--- config.mk ---
export PLATFORM = sky130hd
export DESIGN_NAME = booth_pp_gen
export DESIGN_NICKNAME = d
export VERILOG_FILES = /design/src/rtl/booth_pp_pkg.sv /design/src/rtl/booth_pp_row.sv /design/src/rtl/booth_pp_gen.sv
export SDC_FILE = /design/constraint.sdc
export NUM_CORES = 1
export LEC_CHECK = 0
export CAP_MARGIN = 20
export CORE_ASPECT_RATIO = 1.5
export CORE_UTILIZATION = 30
export DETAILED_ROUTE_END_ITERATION = 10
export DONT_BUFFER_PORTS = 1
export MAX_ROUTING_LAYER = met4
export PLACE_DENSITY_LB_ADDON = 0.08
export SYNTH_ARGS = -nofsm -noshare
export SYNTH_HDL_FRONTEND = slang
export SYNTH_SLANG_ARGS = --single-unit
--- constraint.sdc ---
create_clock -name clock -period 2.55 [get_ports clock]
set_input_delay 0.3825 -clock clock [delete_from_list [all_inputs] [get_ports clock]]
set_output_delay 0.3825 -clock clock [all_outputs]
set_load 0.05 [all_outputs]
--- src/rtl/booth_pp_pkg.sv ---
// Shared constants, Booth digit type and radix-4 recoding for booth_pp_gen.
package booth_pp_pkg;

  localparam int IN_W   = 8;
  localparam int PP_W   = 16;
  localparam int NUM_PP = 5;

  typedef struct packed {
    logic neg;
    logic one;
    logic two;
  } booth_digit_t;

  // Triplet is {b[2i+1], b[2i], b[2i-1]}; zero digit keeps every bit clear.
  function automatic booth_digit_t booth_recode(input logic [2:0] trip);
    booth_digit_t d;
    d = '0;
    case (trip)
      3'b001, 3'b010: d.one = 1'b1;
      3'b011:         d.two = 1'b1;
      3'b100:         begin d.neg = 1'b1; d.two = 1'b1; end
      3'b101, 3'b110: begin d.neg = 1'b1; d.one = 1'b1; end
      default:        d = '0;
    endcase
    return d;
  endfunction

endpackage

--- src/rtl/booth_pp_row.sv ---
// One Booth partial-product row: (digit * a_ext) << 2*row, truncated to PP_W.
module booth_pp_row
  import booth_pp_pkg::*;
(
  input  logic [PP_W-1:0] a_ext,
  input  booth_digit_t    digit,
  input  logic [2:0]      row,
  output logic [PP_W-1:0] pp
);

  logic [PP_W-1:0] mag;
  logic [PP_W-1:0] val;

  always_comb begin
    mag = '0;
    if (digit.one)
      mag = a_ext;
    else if (digit.two)
      mag = a_ext << 1;
    // Full two's-complement negation here so no hot-one row is needed downstream.
    val = digit.neg ? (~mag + PP_W'(1)) : mag;
    pp  = val << {row, 1'b0};
  end

endmodule

--- src/rtl/booth_pp_gen.sv ---
// Two-stage radix-4 Booth partial-product generator feeding a 5-input wallaceTree.
// Optional output-handshake counter on io_perf_ops: define BOOTH_PP_GEN_PERF_CNT_EN.
module booth_pp_gen #(
  parameter int IN_W  = 8,
  parameter int CNT_W = 32
) (
  input  logic                          clock,
  input  logic                          reset,
  input  logic                          io_in_valid,
  output logic                          io_in_ready,
  input  logic [IN_W-1:0]               io_in_a,
  input  logic [IN_W-1:0]               io_in_b,
  input  logic                          io_in_signed,
  output logic                          io_out_valid,
  input  logic                          io_out_ready,
  output logic [booth_pp_pkg::PP_W-1:0] io_out_pp_0,
  output logic [booth_pp_pkg::PP_W-1:0] io_out_pp_1,
  output logic [booth_pp_pkg::PP_W-1:0] io_out_pp_2,
  output logic [booth_pp_pkg::PP_W-1:0] io_out_pp_3,
  output logic [booth_pp_pkg::PP_W-1:0] io_out_pp_4
`ifdef BOOTH_PP_GEN_PERF_CNT_EN
  ,
  output logic [CNT_W-1:0]              io_perf_ops
`endif
);

  import booth_pp_pkg::*;

  if (IN_W != 8) begin : g_bad_in_w
    $error("booth_pp_gen: only IN_W = 8 is supported");
  end
  if (CNT_W < 1) begin : g_bad_cnt_w
    $error("booth_pp_gen: CNT_W must be at least 1");
  end

  logic                          s1_valid;
  logic                          s2_valid;
  logic                          s2_advance;
  logic [IN_W-1:0]               s1_a;
  logic                          s1_signed;
  booth_digit_t [NUM_PP-1:0]     s1_digit;
  booth_digit_t [NUM_PP-1:0]     in_digit;
  logic [2*NUM_PP-1:0]           b_ext;
  logic [2*NUM_PP:0]             b_trip;
  logic [PP_W-1:0]               a_ext;
  logic [PP_W-1:0]               row_pp [NUM_PP];
  logic [PP_W-1:0]               s2_pp  [NUM_PP];

  assign s2_advance  = !s2_valid || io_out_ready;
  assign io_in_ready = !s1_valid || s2_advance;

  // Multiplier extended to 10 bits with an implicit b[-1] = 0 below bit 0.
  assign b_ext  = {{(2*NUM_PP-IN_W){io_in_signed & io_in_b[IN_W-1]}}, io_in_b};
  assign b_trip = {b_ext, 1'b0};

  always_comb begin
    in_digit = '0;
    for (int i = 0; i < NUM_PP; i++)
      in_digit[i] = booth_recode(b_trip[2*i +: 3]);
  end

  always_ff @(posedge clock) begin
    if (reset) begin
      s1_valid  <= 1'b0;
      s1_a      <= '0;
      s1_signed <= 1'b0;
      s1_digit  <= '0;
    end else if (io_in_ready) begin
      s1_valid <= io_in_valid;
      if (io_in_valid) begin
        s1_a      <= io_in_a;
        s1_signed <= io_in_signed;
        s1_digit  <= in_digit;
      end
    end
  end

  assign a_ext = {{(PP_W-IN_W){s1_signed & s1_a[IN_W-1]}}, s1_a};

  for (genvar g = 0; g < NUM_PP; g++) begin : g_row
    booth_pp_row u_row (
      .a_ext (a_ext),
      .digit (s1_digit[g]),
      .row   (3'(g)),
      .pp    (row_pp[g])
    );
  end

  // S2 only reloads on advance, so a stalled beat stays put until taken.
  always_ff @(posedge clock) begin
    if (reset) begin
      s2_valid <= 1'b0;
      for (int i = 0; i < NUM_PP; i++)
        s2_pp[i] <= '0;
    end else if (s2_advance) begin
      s2_valid <= s1_valid;
      if (s1_valid) begin
        for (int i = 0; i < NUM_PP; i++)
          s2_pp[i] <= row_pp[i];
      end
    end
  end

  assign io_out_valid = s2_valid;
  assign io_out_pp_0  = s2_pp[0];
  assign io_out_pp_1  = s2_pp[1];
  assign io_out_pp_2  = s2_pp[2];
  assign io_out_pp_3  = s2_pp[3];
  assign io_out_pp_4  = s2_pp[4];

`ifdef BOOTH_PP_GEN_PERF_CNT_EN
  always_ff @(posedge clock) begin
    if (reset)
      io_perf_ops <= '0;
    else if (io_out_valid && io_out_ready)
      io_perf_ops <= io_perf_ops + CNT_W'(1);
  end
`endif

endmodule

==> results of run 1 <==
where the power goes:
| group | switching [mW] | internal [mW] |
|---|---|---|
| Sequential | 0.265 | 1.56 |
| Combinational | 0.320 | 0.150 |
| Clock | 0.570 | 0.822 |
| Total | 1.15 | 2.53 |
routing by layer:
| metal | up-vias | routed length (µm) |
|---|---|---|
| met4 | 0 | 135 |
| li1 | 1853 | - |
| met3 | 8 | 481 |
| met1 | 1763 | 5860 |
| met5 | - | 0 |
| met2 | 113 | 7030 |
final timing paths:
check | to | from | slack [ps] | cells after the start
worst max-delay path | s2_pp[0][76]$_SDFFCE_PN0P_ | s1_a[0]$_SDFFE_PP0P_ | 300 | 7
worst max register to register | s2_pp[0][76]$_SDFFCE_PN0P_ | s1_a[0]$_SDFFE_PP0P_ | 300 | 7
worst min register to register | s1_a[4]$_SDFFE_PP0P_ | s1_a[4]$_SDFFE_PP0P_ | 490 | 2
worst min-delay path | s1_digit[13]$_SDFFE_PP0P_ | reset | 100 | 1
sequential cells by signal, summed over array words and instances (netlist names):
name	cells
s1_signed	1
s1_a	8
s1_digit	14
s2_pp	60
s1_valid	1
io_out_valid	1
synth_stat cells (3+ instances only):
| cell | number | area, µm² |
|---|---|---|
| nor4_1 | 3 | 18.8 |
| a21o_1 | 4 | 30.0 |
| a221o_1 | 3 | 30.0 |
| dfxtp_1 | 25 | 500 |
| a22o_1 | 6 | 52.6 |
| nor2b_1 | 7 | 43.8 |
| and2_1 | 5 | 31.3 |
| xor2_1 | 9 | 78.8 |
| a211oi_1 | 20 | 150 |
| edfxtp_1 | 60 | 1800 |
| o21ai_0 | 27 | 135 |
| buf_1 | 4 | 15.0 |
| buf_2 | 8 | 40.0 |
| xnor2_1 | 25 | 219 |
| nand2_1 | 55 | 206 |
| inv_1 | 12 | 45.0 |
| and3_1 | 5 | 31.3 |
| nand3_1 | 4 | 20.0 |
| o22ai_1 | 9 | 56.3 |
| a21oi_1 | 36 | 180 |
| nor3_1 | 10 | 50.1 |
| clkbuf_1 | 33 | 124 |
| a22oi_1 | 22 | 165 |
| nand2b_1 | 6 | 37.5 |
| buf_4 | 20 | 150 |
| ha_1 | 5 | 62.6 |
| nor2_1 | 69 | 259 |
| o31ai_1 | 4 | 30.0 |
logic make-up (layout without fill, tap and decap cells):
family | count (synthesis) | in the layout | synth area share [%]
fa+ha+maj | 5 | 5 | 1.29
flops | 85 | 85 | 47.5
compound gates | 153 | 153 | 21.3
buf+inv | 77 | 63 | 7.72
xor+xnor | 34 | 34 | 6.15
simple gates | 173 | 173 | 15.9
other cells | 1 | 20 | 0.0774
metrics by stage:
stage	setup slack [ps]	instance area [µm²]
after floorplan	363	4920
after global placement	353	5120
after detailed placement	293	5120
after CTS	277	5440
after global routing	110	5440
final	298	5440
critical path: stages (launching register included):
cell	delay (ps)
dfxtp_1	730
nand2_1	140
ha_1	250
nor2b_1	300
nor2_1	60
o21ai_0	70
o21ai_0	120
a311oi_1	360
area by class of cell:
class / count / share of cell area [%]
Tap cell: 203 / 4.67
Inverter: 12 / 0.828
Multi-Input combinational cell: 385 / 41.3
Clock inverter: 6 / 1.24
Timing Repair Buffer: 35 / 5.06
Clock buffer: 10 / 4.60
Sequential cell: 85 / 42.3
==> out/metrics.cfg, run 1 <==
[run_status]
status=complete, no violations

[layout]
area_delta_synth_final_pct=12.3
n_antenna_cell=0
final_nets=554
final_common_cell=nor2_1
final_core_util_pct=34.7
seq_area_mm2=0.00230
stdcell_count=736
drive_gt1_share_pct=12.4
multi_input_area_mm2=0.00224
final_cell_mix=69 x nor2_1, 60 x edfxtp_1, 55 x nand2_1, 35 x a21oi_1, 34 x buf_4
fill_cells=1643

[timing]
rsz0062_at_grt=no
max_slew_margin_pct=36.0
finalCritPeriodShare_pct=88.3
drv_slew=0
fin_setup_tns_ps=0
holdWs_ps=97.6
skew_ps=10.6
worstMarginPinSlew_ps=957
hold_violations=0
max_freq_ghz=0.444
period_needed_ps=2250
finalSetupViolations=0

[power_and_ir_drop]
finalPower_mw=3.69
ir_drop_mv=0.253
p_per_area_mw_per_mm2=678
power_leakage_nw=1.89

[clock_network]
clk_pin_slew_ps=70
cts_hold_buffers=0
clock-sinks=85
cts_tree=built
post_cts_buffers=0
htreeDepth=3
cts_root_buffer=clkbuf_16
cts_made_buffers=9
clk_latency_ps=340
post_cts_resized=0
clockBufferDepth=2

[global_route]
gr-total-overflow=0
grt_max_degree=61
busiest_layer=met2
grtUsageMet1_pct=19.8
grt_use_met3_pct=2.26
grt_usage_pct=16.9
gr-usage-met2_pct=29.1
grt_pass1_wl_um=20600
grt_pass1_vias=3536
antenna_found_initial=0

[synth]
synth_edf_count=60
synth_cells=528
yosysUniqueCellTypes=53
seq_area_frac_synth_pct=47.5
synth-async-reset-ratio_pct=0
netlist_area_mm2=0.00484
yosys_warnings=0
syn_avg_cell_area_um2=9.17
ys.flop_type=edfxtp_1
synth_seq_cells=85

[floorplan]
die_h_um=158
start_util_pct=30.9
num_rows=56
fp.dieW_um=106
io_pins=103
core-area_mm2=0.0157
dieArea_mm2=0.0167

[placement]
dp_hpwl_um=9880
io_buffers=0
place.detailed.instances=720
place.gp.congestion=0.838

[run]
max-cap-violations=0

[worst_setup_path]
start_kind=flip-flop
worstPathArrival_ps=2380
cp_max_fo=18
cp.required_ps=2680
path_class=flip-flop to flip-flop
crit_path_end_kind=flip-flop

[route]
ant_nets=0
dr_total_vias=3737
wl_um=13500
drc=0
firstDrtPassIters=4
drtIter0Drc=124
routed_via_density=5.08
post_drt_wl_per_cell_um=18.4

[min_path]
hp-class=primary input to flip-flop

(Power assumes the default switching activity.)
==> run 2: changes to the inputs <==
SETUP_SLACK_MARGIN = 0.4   (was not set)
==> run 2 against run 1 <==
Effect of this change: global-route usage grew 0.088 points; critical path depth shrank 1; sequential power is essentially flat; largest cell class unchanged; largest power group unchanged; highest routed layer unchanged.
==> out/metrics.cfg, run 2 (synthesis gave the netlist of run 1 again) <==
[layout]
final_common_cell=nor2_1
stdcell_count=735  ; -0.14%
fill_cells=1643  ; unchanged
final_core_util_pct=35.1  ; +0.45 points
largest_register_ff_count=60  ; unchanged
n_antenna_cell=0  ; unchanged
final_nets=553  ; -0.18%
drive_gt1_share_pct=13.7  ; +1.3 points
final_cell_mix=69 x nor2_1, 60 x edfxtp_1, 55 x nand2_1, 35 x a21oi_1, 30 x buf_4
area_delta_synth_final_pct=13.8
regMostFlops=s2_pp
largest_registers=s2_pp: 60 flops, s1_digit: 14 flops, s1_a: 8 flops
design_area_mm2=0.00551  ; +1.3%

[clock_network]
clock-sinks=85  ; unchanged
cts_tree=built
cts_root_buffer=clkbuf_16
cts_hold_buffers=0  ; unchanged
clockBufferDepth=2  ; unchanged
cts_made_buffers=9  ; unchanged
clk_pin_slew_ps=60  ; about the same
clk_latency_ps=340  ; about the same
htreeDepth=3  ; unchanged

[power_and_ir_drop]
clockPowerShare_pct=38.2  ; +0.4 points
combinationalPowerShare_pct=13.0  ; +0.3 points
p_sw_mw=1.13  ; -2.2%
p_per_area_mw_per_mm2=678  ; about the same
ir_drop_mv=0.252  ; -0.31%
finalPower_mw=3.73  ; +1.3%
power_leakage_nw=1.91  ; +0.96%
p_int_mw=2.61  ; +2.9%
p_sw_share_pct=30.2  ; -1.1 points
pwr-share-seq_pct=48.8  ; -0.7 points

[floorplan]
fp.dieW_um=106  ; unchanged
core-area_mm2=0.0157  ; unchanged
start_util_pct=30.9  ; unchanged
dieArea_mm2=0.0167  ; unchanged
io_pins=103  ; unchanged
num_rows=56  ; unchanged
die_h_um=158  ; unchanged

[run]
max-cap-violations=0  ; unchanged

[worst_setup_path]
start_kind=flip-flop
reg2reg_depth=6  ; -1
critPathMaxStageDelay_ps=550  ; -180 ps
path_class=flip-flop to flip-flop
crit_slowest_cell=or4_4
r2r-end=s2_pp[0][43]$_SDFFCE_PN0P_
r2r_start=s1_a[1]$_SDFFE_PP0P_
cp_cell_sequence=buf_4, or4_4, or2_4, o221a_2, xnor2_1, nor2_1
crit_path_end_kind=flip-flop
cp_max_fo=9  ; -9
cp.required_ps=2650  ; -30 ps
reg2reg_slack_ps=460  ; +160 ps
worstPathArrival_ps=2190  ; -190 ps

[global_route]
grt_pass1_vias=3669  ; +3.8%
gr-total-overflow=0  ; unchanged
grt_usage_pct=17.0  ; +0.088 points
grt_max_degree=29  ; -52%
antenna_found_initial=0  ; unchanged
grt_pass1_wl_um=20700  ; +0.24%

[timing]
hold_violations=0  ; unchanged
fin_setup_tns_ps=0  ; unchanged
finalSetupViolations=0  ; unchanged
period_needed_ps=2090  ; -159 ps
drv_slew=0  ; unchanged
rsz0062_at_grt=yes
finalCritPeriodShare_pct=82.1  ; -6.2 points
skew_ps=11.5  ; +0.876 ps
holdWs_ps=93.8  ; -3.74 ps
setup_ws_ps=457  ; +159 ps
max_freq_ghz=0.478  ; +7.6%
max_slew_margin_pct=33.5  ; -2.5 points
worstMarginPinSlew_ps=997  ; +39.5 ps

[route]
drtIter0Drc=139  ; +12%
dr_total_vias=3799  ; +1.7%
wl_um=13300  ; -1.3%
ant_nets=0  ; unchanged
firstDrtPassIters=5  ; +1
drc=0  ; unchanged
post_drt_wl_per_cell_um=18.1  ; -1.2%
routed_via_density=5.17  ; +1.8%

[min_path]
hold_depth=1  ; unchanged
hold_path_end=s1_a[1]$_SDFFE_PP0P_
hp-class=primary input to flip-flop
min_from=reset

[placement]
dp_hpwl_um=9750  ; -1.3%
place.gp.congestion=0.879  ; +5.0%
placed_area_mm2=0.00516  ; +0.73%
io_buffers=0  ; unchanged
place.detailed.instances=719  ; -0.14%
dp_slack_ps=322  ; +28.1 ps

[run_status]
status=complete, no violations

run 2: changes by cell type in the layout (fill, tap and decap cells not counted), moves of 3 or more:
cell | previous run | this run
a22oi_1 | 22 | 19
buf_4 | 34 | 30
dfxtp_2 | 0 | 3
buf_12 | 1 | 4
a22oi_2 | 0 | 3
dfxtp_1 | 25 | 21
run 2: final cells by class:
cell class                      count  area, µm²  area share [%]
Sequential cell                    85       2310            41.9
Multi-Input combinational cell    385       2270            41.2
Clock buffer                       11        243            4.41
Timing Repair Buffer               34        305            5.54
Inverter                           12       45.0           0.817
Tap cell                          203        254            4.61
Clock inverter                      5       83.8            1.52
run 2: worst max path at each step:
stage	from	to	slack (ps)	depth (start not counted)
CTS	s1_a[1]$_SDFFE_PP0P_	s2_pp[0][8]$_SDFFCE_PN0P_	410	8
floorplan	s1_digit[1]$_SDFFE_PP0P_	s2_pp[0][8]$_SDFFCE_PN0P_	420	9
detailed placement	s1_a[0]$_SDFFE_PP0P_	s2_pp[0][78]$_SDFFCE_PN0P_	320	8
finish	s1_a[1]$_SDFFE_PP0P_	s2_pp[0][43]$_SDFFCE_PN0P_	460	6
global placement	s1_a[0]$_SDFFE_PP0P_	s2_pp[0][78]$_SDFFCE_PN0P_	370	8
global route	s1_digit[4]$_SDFFE_PP0P_	s2_pp[0][26]$_SDFFCE_PN0P_	370	8
run 2: power groups by stage:
stage / Clock, mW / Combinational (mW) / Sequential, mW
2_1_floorplan: 0 / 0.398 / 1.81
3_3_place_gp: 0 / 0.484 / 1.85
3_5_place_dp: 0 / 0.486 / 1.85
4_1_cts: 1.47 / 0.487 / 1.82
5_1_grt: 1.52 / 0.534 / 1.83
6_report: 1.43 / 0.487 / 1.82
run 2: worst max-delay path, delay by kind of cell (launching register included):
family	cells	cell delay, ps
XOR/XNOR	1	150
AND/OR/NAND/NOR	3	890
flip-flops	1	380
buffers and inverters	1	170
AO/OA/AOI/OAI	1	260
run 2: timing repair:
| action | in CTS | in global routing |
|---|---|---|
| buffers inserted | 0 | 0 |
| pin swaps | 0 | 1 |
| endpoints found under the setup margin | 6 | 12 |
| gates resized for setup | 3 | 7 |
run 2: per-layer routing:
layer | part of all wire [%] | global-route usage [%] | vias to the layer above | routed length (µm)
met5 | 0 | - | - | 0
met4 | 3.2 | 9.06 | 0 | 427
met1 | 44 | 20.5 | 1788 | 5820
met3 | 4.2 | 2.43 | 21 | 556
li1 | - | - | 1848 | -
met2 | 49 | 27.7 | 142 | 6530
==> run 3: changes to the inputs <==
clock period = 1.9 ns   (was 2.55 ns; I/O delays follow)
==> run 3 against run 2 <==
Effect of this change: first-iteration DRC count shrank 12%; flip-flop and latch count is the same; register-to-register slack lost 450 ps; core utilization grew 8.3 points; combinational power grew 110%; wire length grew 13%; final cell count grew 10%.
==> out/metrics.cfg, run 3 (synthesis gave the netlist of run 1 again) <==
[run_status]
status=complete, no violations

[clock_network]
clk_pin_slew_ps=60  ; about the same
clk_latency_ps=340  ; about the same
cts_tree=built
clockBufferDepth=2  ; unchanged
cts_root_buffer=clkbuf_16
clock-sinks=85  ; unchanged
cts_made_buffers=9  ; unchanged
htreeDepth=3  ; unchanged

[timing]
skew_ps=8.41  ; -3.11 ps
rsz0062_at_grt=yes
drv_slew=0  ; unchanged
worstMarginPinSlew_ps=695  ; -302 ps
hold_violations=0  ; unchanged
max_freq_ghz=0.528  ; +11%
finalCritPeriodShare_pct=99.6  ; +18 points
finalSetupViolations=0  ; unchanged
max_slew_margin_pct=53.7  ; +20 points
period_needed_ps=1890  ; -200 ps

[layout]
final_nets=629  ; +14%
largest_register_ff_count=60  ; unchanged
n_antenna_cell=0  ; unchanged
regMostFlops=s2_pp
area_delta_synth_final_pct=40.7
largest_registers=s2_pp: 60 flops, s1_digit: 14 flops, s1_a: 8 flops
final_cell_mix=74 x buf_4, 60 x edfxtp_1, 59 x nor2_1, 48 x nand2_1, 26 x a21oi_1
design_area_mm2=0.00681  ; +24%
final_common_cell=buf_4
final_core_util_pct=43.4  ; +8.3 points
drive_gt1_share_pct=39.3  ; +26 points

[min_path]
hp-class=primary input to flip-flop
min_from=reset
hold_path_end=s1_valid$_SDFFE_PP0N_
hold_depth=1  ; unchanged

[global_route]
grt_max_degree=31  ; +6.9%
grt_pass1_wl_um=23100  ; +12%
antenna_found_initial=0  ; unchanged
grt_usage_pct=19.0  ; +2.0 points
grt_pass1_vias=4133  ; +13%
gr-total-overflow=0  ; unchanged

[floorplan]
fp.dieW_um=106  ; unchanged
die_h_um=158  ; unchanged
dieArea_mm2=0.0167  ; unchanged
core-area_mm2=0.0157  ; unchanged
io_pins=103  ; unchanged
num_rows=56  ; unchanged
start_util_pct=30.9  ; unchanged

[placement]
place.gp.congestion=0.831  ; -5.5%
dp_hpwl_um=10200  ; +4.3%
io_buffers=0  ; unchanged
placed_area_mm2=0.00561  ; +8.7%

[power_and_ir_drop]
power_leakage_nw=2.49  ; +31%
ir_drop_mv=0.496  ; +97%
p_per_area_mw_per_mm2=755  ; +11%

[route]
drtIter0Drc=123  ; -12%
wl_um=15000  ; +13%
drc=0  ; unchanged
dr_total_vias=4078  ; +7.3%
routed_via_density=5.03  ; -2.7%
firstDrtPassIters=4  ; -1
ant_nets=0  ; unchanged
post_drt_wl_per_cell_um=18.5  ; +2.1%

[worst_setup_path]
r2r-end=s2_pp[0][26]$_SDFFCE_PN0P_
path_class=flip-flop to flip-flop
reg2reg_slack_ps=7  ; -450 ps
crit_path_end_kind=flip-flop
start_kind=flip-flop
cp_max_fo=8  ; -1
r2r_start=s1_a[0]$_SDFFE_PP0P_
cp.required_ps=1990  ; -660 ps
reg2reg_depth=8  ; +2
worstPathArrival_ps=1980  ; -210 ps

[run]
max-cap-violations=0  ; unchanged

run 3: cell count changes in the layout (fill, tap and decap cells not counted), sizes merged:
cell         delta
buf            +72
bufbuf          +2
bufinv          -2
clkbuf          +1
clkinv          +2
clkinvlp        -1
dlygate4sd3     +2
run 3: repair_timing:
| item | CTS | global route |
|---|---|---|
| endpoints found under the setup margin | 53 | 57 |
| pin swaps | 45 | 52 |
| cloned | 2 | 0 |
| buffers inserted | 19 | 10 |
| gates resized for setup | 91 | 58 |
| hold buffers | 1 | 1 |
| endpoints found under the hold margin | 11 | 2 |
run 3: final cells by class:
| class | count | area (µm²) |
|---|---|---|
| inverter | 12 | 48.8 |
| tap | 203 | 254 |
| multi-input combinational | 385 | 2840 |
| sequential | 85 | 2340 |
| clock inverter | 4 | 21.3 |
| fill | 1542 | 8880 |
| clock buffer | 12 | 256 |
| timing repair buffer | 110 | 1050 |
run 3: worst max-delay path by stage:
stage | endpoint | from | depth (start not counted) | slack, ps
floorplan | s2_pp[0][8]$_SDFFCE_PN0P_ | s1_digit[1]$_SDFFE_PP0P_ | 9 | -70
global placement | s2_pp[0][43]$_SDFFCE_PN0P_ | s1_a[3]$_SDFFE_PP0P_ | 6 | -140
detailed placement | s2_pp[0][45]$_SDFFCE_PN0P_ | s1_a[3]$_SDFFE_PP0P_ | 6 | -140
global route | s2_pp[0][26]$_SDFFCE_PN0P_ | s1_a[0]$_SDFFE_PP0P_ | 8 | -120
finish | s2_pp[0][26]$_SDFFCE_PN0P_ | s1_a[0]$_SDFFE_PP0P_ | 8 | 7
CTS | s2_pp[0][26]$_SDFFCE_PN0P_ | s1_a[0]$_SDFFE_PP0P_ | 8 | 10
run 3: layer usage:
layer	routed length [µm]	part of all wire (%)	GRT usage, %	vias to the layer above
met4	436	2.9	7.61	0
met5	0	0	-	-
met3	527	3.5	3.46	20
met1	6340	42	21.6	1945
met2	7700	51	32.9	112
li1	-	-	-	2001
run 3: through the flow:
step / TNS, ps / cells / total power [mW] / hold slack (ps) / setup slack [ps]
finish: 0 / 811 / 5.14 / 12.1 / 6.92
global route: -1170 / 811 / 5.34 / 0.808 / -120
floorplan: -145 / 547 / 3.02 / 413 / -68.2
global placement: -523 / 762 / 3.25 / 355 / -136
CTS: 0 / 800 / 5.12 / -0.877 / 12.9
detailed placement: -877 / 762 / 3.26 / 354 / -144
run 3: critical path, stage by stage (launching register included):
cell	delay, ps
dfxtp_4	390
buf_12	140
a22oi_2	170
ha_2	200
inv_2	40
a221o_1	300
o31ai_2	210
xnor2_1	140
nor2_1	50
run 3: report_power, final:
part / total (mW) / switching [mW] / internal (mW)
Combinational: 1.02 / 0.591 / 0.434
Sequential: 2.43 / 0.342 / 2.09
Clock: 1.68 / 0.730 / 0.953
